**src/rtl/zoe_pkg.sv**
```systemverilog
// Shared glyph codes, segment patterns and helpers for the zoe scrolling display.
package zoe_pkg;

  localparam int GLYPH_W = 4;
  localparam int SEG_W   = 7;

  typedef logic [GLYPH_W-1:0] glyph_t;
  typedef logic [SEG_W-1:0]   seg_t;

  localparam glyph_t GLYPH_BLANK = 4'd0;
  localparam glyph_t GLYPH_Z     = 4'd1;
  localparam glyph_t GLYPH_O     = 4'd2;
  localparam glyph_t GLYPH_E     = 4'd3;
  localparam glyph_t GLYPH_A     = 4'd4;
  localparam glyph_t GLYPH_C     = 4'd5;
  localparam glyph_t GLYPH_F     = 4'd6;
  localparam glyph_t GLYPH_H     = 4'd7;
  localparam glyph_t GLYPH_L     = 4'd8;
  localparam glyph_t GLYPH_P     = 4'd9;
  localparam glyph_t GLYPH_U     = 4'd10;
  localparam glyph_t GLYPH_DASH  = 4'd11;

  // Bit order is {g,f,e,d,c,b,a}, active-high.
  localparam seg_t SEG_BLANK = 7'h00;
  localparam seg_t SEG_Z     = 7'h5B;
  localparam seg_t SEG_O     = 7'h3F;
  localparam seg_t SEG_E     = 7'h79;
  localparam seg_t SEG_A     = 7'h77;
  localparam seg_t SEG_C     = 7'h39;
  localparam seg_t SEG_F     = 7'h71;
  localparam seg_t SEG_H     = 7'h76;
  localparam seg_t SEG_L     = 7'h38;
  localparam seg_t SEG_P     = 7'h73;
  localparam seg_t SEG_U     = 7'h3E;
  localparam seg_t SEG_DASH  = 7'h40;

  // Width of a counter/pointer covering 0..n-1, never narrower than one bit.
  function automatic int width_of(input int n);
    return (n > 1) ? $clog2(n) : 1;
  endfunction

  // Power-up message: Z,O,E,blank repeating.
  function automatic glyph_t default_glyph(input int i);
    case (i % 4)
      0:       return GLYPH_Z;
      1:       return GLYPH_O;
      2:       return GLYPH_E;
      default: return GLYPH_BLANK;
    endcase
  endfunction

endpackage

```
**src/rtl/zoe_font.sv**
```systemverilog
// Glyph-code to seven-segment decoder; purely combinational.
module zoe_font
  import zoe_pkg::*;
(
  input  logic [GLYPH_W-1:0] code,
  output logic [SEG_W-1:0]   seg
);

  always_comb begin
    // NOTE: the default arm covers every unlisted code, so no latch is inferred.
    case (code)
      GLYPH_Z:    seg = SEG_Z;
      GLYPH_O:    seg = SEG_O;
      GLYPH_E:    seg = SEG_E;
      GLYPH_A:    seg = SEG_A;
      GLYPH_C:    seg = SEG_C;
      GLYPH_F:    seg = SEG_F;
      GLYPH_H:    seg = SEG_H;
      GLYPH_L:    seg = SEG_L;
      GLYPH_P:    seg = SEG_P;
      GLYPH_U:    seg = SEG_U;
      GLYPH_DASH: seg = SEG_DASH;
      default:    seg = SEG_BLANK;
    endcase
  end

endmodule

```
**src/rtl/zoe_scroller.sv**
```systemverilog
// Message scroller: shows one glyph of a rewritable message at a time, advancing
// on a prescaled tick while running or on a step edge while paused.
module zoe_scroller
  import zoe_pkg::*;
#(
  parameter int MAX_COUNT = 1000,
  parameter int MSG_LEN   = 4
) (
  input  logic                         clk,
  input  logic                         reset,
  input  logic                         run,
  input  logic                         dir,
  input  logic                         step,
  input  logic                         load,
  input  logic [GLYPH_W-1:0]           load_char,
  output logic [SEG_W-1:0]             seg,
  output logic                         dp,
  output logic [width_of(MSG_LEN)-1:0] idx
);

  localparam int IDX_W = width_of(MSG_LEN);
  localparam int CNT_W = width_of(MAX_COUNT);
  localparam logic [CNT_W-1:0] CNT_LAST = CNT_W'(MAX_COUNT - 1);
  localparam logic [IDX_W-1:0] IDX_LAST = IDX_W'(MSG_LEN - 1);

  logic [CNT_W-1:0] cnt;
  logic             step_q;
  logic [IDX_W-1:0] wr_ptr;
  glyph_t           msg_buf [MSG_LEN];
  seg_t             font_seg;
  logic             tick_adv;
  logic             step_adv;
  logic             advance;

  // The two advance sources need opposite run levels, so they never coincide.
  assign tick_adv = run && (cnt == CNT_LAST);
  assign step_adv = step && !step_q && !run;
  assign advance  = tick_adv || step_adv;

  zoe_font u_font (
    .code (msg_buf[idx]),
    .seg  (font_seg)
  );

  always_ff @(posedge clk) begin
    if (reset) begin
      cnt    <= '0;
      idx    <= '0;
      wr_ptr <= '0;
      step_q <= 1'b1;
      seg    <= SEG_BLANK;
      dp     <= 1'b0;
      // NOTE: the message is held in flops rather than RAM because reset must
      // restore the default text; a RAM macro could not be cleared in one edge.
      for (int i = 0; i < MSG_LEN; i++) begin
        msg_buf[i] <= default_glyph(i);
      end
    end else begin
      // NOTE: all state here uses <= so every register sees pre-edge values,
      // which lets seg read the old idx while idx itself advances.
      step_q <= step;

      if (run) begin
        cnt <= (cnt == CNT_LAST) ? '0 : cnt + 1'b1;
      end

      if (advance) begin
        if (dir) begin
          idx <= (idx == '0) ? IDX_LAST : idx - 1'b1;
        end else begin
          idx <= (idx == IDX_LAST) ? '0 : idx + 1'b1;
        end
      end

      if (load) begin
        msg_buf[wr_ptr] <= load_char;
        wr_ptr          <= (wr_ptr == IDX_LAST) ? '0 : wr_ptr + 1'b1;
      end

      seg <= font_seg;
      dp  <= (idx == '0);
    end
  end

endmodule

```
**config.mk**
```make
export PLATFORM = sky130hd
export DESIGN_NAME = zoe_scroller
export DESIGN_NICKNAME = d
export VERILOG_FILES = /design/src/rtl/zoe_pkg.sv /design/src/rtl/zoe_font.sv /design/src/rtl/zoe_scroller.sv
export SDC_FILE = /design/constraint.sdc
export NUM_CORES = 1
export LEC_CHECK = 0
export CORE_MARGIN = 4
export CORE_UTILIZATION = 30
export CTS_CLUSTER_SIZE = 30
export DETAILED_ROUTE_END_ITERATION = 10
export PLACE_DENSITY_LB_ADDON = 0.15
export SLEW_MARGIN = 20
export SYNTH_ARGS = -nofsm -noshare
export SYNTH_HDL_FRONTEND = slang
export SYNTH_SLANG_ARGS = --single-unit
```
**constraint.sdc**
```tcl
create_clock -name clk -period 2.8 [get_ports clk]
set_input_delay 0.28 -clock clk [delete_from_list [all_inputs] [get_ports clk]]
set_output_delay 0.28 -clock clk [all_outputs]
set_load 0.01 [all_outputs]
```
==> run metrics <==
Yosys top cell by area dfxtp_1; final setup TNS 0 ns; Hold EP cnt[9]; Worst path slowest cell mux4_1; placed cell areas 0.002143 mm2; ys async rst share 0; Fmax 0.4676 GHz; die area 0.007590 mm2; largest net degree at the start of global routing 28; first-pass GRT wire length 5.692 mm; RSZ-0062 raised after global routing no; Die Ht 87.12 um; diode count 0; Final Skew 0.003422 ns; multi-input logic area 837.1 um2; max-cap violation count 0; Slew @ Worst Pin 0.5048 ns; crit end category flip-flop; Largest stage delay, worst path 0.68 ns; global route overflow 0; clock-pin slew on the worst setup and hold paths 0.08 ns; Slew Limit Fails 0; maximum VDD drop 0.2028 mV; Yosys reg bits 41; vias per cell 4.701; worst-case clock buffer depth 2; Crit path buffers/inverters 1; # IOs 20; gpl congestion 0.7576; area added between synthesis and finish 20.19%; CTS-repair resized insts 0; Num CTS Buffers 5; # clock sinks 41; power per cell area 570.7 mW/mm2; Worst Hold Class flip-flop to flip-flop; post-DP HPWL 2.526 mm; DR WL/cell 12.31 um; Initial Util 0.3135; Total Wirelength 3.298 mm; reg2reg setup slack 0.66 ns; Routed Antenna Nets 0; Worst R2R End seg[3]; design area 0.002257 mm2; register area share after synthesis 0.5223; number of remaining DRC errors 0; CP Max Fanout 5; P_leak 0.8382 nW; routed vias 1,260; # Post-CTS Setup Buffers 0; fin crit share 0.7638; YS warnings 0; H-tree Lvls 2; port bufs 19; Synth area leaders dfxtp_1 27%, edfxtp_1 26%, ha_1 6.7%, nor2_1 4.6%, and2_1 4.0%; Top Family by Delay on Critical Path multiplexers; Die W 87.12 um; initial antenna violation count 0; Setup-failing EPs final 0; CTS tree done; post-synth net total 190; nets@finish 212; CP Cell Sequence mux4_1 > inv_1 > ha_1 > nor3_1 > or4_1 > o41ai_1; Post-Syn Area per Cell 11.05 um2; hold path start cnt[9]; sequential standard cell area 980.9 um2; CP Launch Type flip-flop; status completed; share of layout cells above drive strength 1 0.09845; Hold Violations, Final 0; share of the synthesized area in the top cell type 0.2665; total track usage 0.09584; relative slew slack 0.6609; Post-CTS Hold Buffers 0; Starting DRT DRC Count 47; worst-case reg-to-reg path depth 6; First-pass DRT Iterations 4; Mapped Cells 170; Hold Path Stages 2; area of the mapped netlist 0.001878 mm2; Worst Path Arrival 2.32 ns; Netlist cell types 38; Core Box Area 0.005991 mm2; Crit Path Class flip-flop to flip-flop; num rows 28; worst hold slack 0.4699 ns; prevailing post-synth register cell dfxtp_1; fillers 597; worst path required time 2.98 ns; EDFF count, synth 16; Root Driver clkbuf_8; clock period minus worst slack 2.139 ns; vias in the first global route 1,275; Clk Latency, worst-skew pair 0.28 ns
final cells by class:
type                       count  area share
timing repair buffer          21     0.09091
multi-input combinational    116      0.3708
clock inverter                 1    0.002772
inverter                       7     0.01164
tap                           75     0.04157
sequential                    41      0.4346
clock buffer                   7     0.04767
report_power, final:
part | leakage (nW) | total, mW | internal [mW] | switching [mW]
registers | 0.359 | 0.669 | 0.653 | 0.0153
clock network | 0.0599 | 0.457 | 0.255 | 0.202
logic | 0.420 | 0.162 | 0.0837 | 0.0787
per-layer routing:
| metal | up-vias | global-route usage | wire, um |
|---|---|---|---|
| li1 | 640 | - | - |
| met1 | 598 | 0.1144 | 1565 |
| met2 | 20 | 0.1615 | 1561 |
| met5 | - | 0 | 0 |
| met4 | 0 | 0.03347 | 25 |
| met3 | 2 | 0.03122 | 144 |
how the worst max path moves through the flow:
stage / startpoint / endpoint / slack [ns] / cells past startpoint
global route: flip-flop / seg[3] / 0.53 / 6
CTS: flip-flop / seg[1] / 0.63 / 6
global placement: flip-flop / seg[1] / 0.66 / 6
detailed placement: run / flip-flop / 0.59 / 6
floorplan: flip-flop / seg[1] / 0.84 / 7
finish: flip-flop / seg[3] / 0.66 / 6
kinds of logic after synthesis:
kind of cell | share of synthesized area
buf+inv | 0.03198
flops | 0.5223
simple gates | 0.1912
mux | 0.07795
xor+xnor | 0.03731
compound gates | 0.07262
fa+ha+maj | 0.06662
per-stage QoR:
stage	power [mW]	setup WS (ns)	cells	util
detailed placement	0.8482	0.5854	260	0.3578
global placement	0.8443	0.6643	260	0.3578
CTS	1.311	0.6336	268	0.3768
floorplan	0.7804	0.8403	170	-
finish	1.288	0.6614	268	0.3768
global route	1.358	0.5321	268	0.3768
worst reg2reg max path, cell delays in order (launching register included):
cell,delay (ns)
dfxtp_1,0.46
mux4_1,0.68
inv_1,0.16
ha_1,0.20
nor3_1,0.06
or4_1,0.40
o41ai_1,0.08
cells in the mapped netlist (5+ instances only):
library cell	n
dfxtp_1	25
nor2_1	23
edfxtp_1	16
and2_1	12
ha_1	10
a21oi_1	7
inv_1	7
mux2i_1	6
nand2b_1	5
nor3_1	5
xor2_1	5
layout by cell type, fill, tap and decap left out, drive strengths merged, types with 4 or more instances in the layout:
master         count
a21oi              7
or2                4
nor3               5
and2              12
ha                10
nand2b             5
mux2i              6
clkdlybuf4s50     19
dfxtp             25
nor2              23
edfxtp            16
inv                8
xor2               5
clkbuf             7
nand2              4
flip-flops by register name, indices dropped and copies added (netlist names), named ones only:
name     count
msg_buf     16
idx          2
cnt         10
dp           1
step_q       1
seg          7
wr_ptr       2
(Power assumes the default switching activity.)
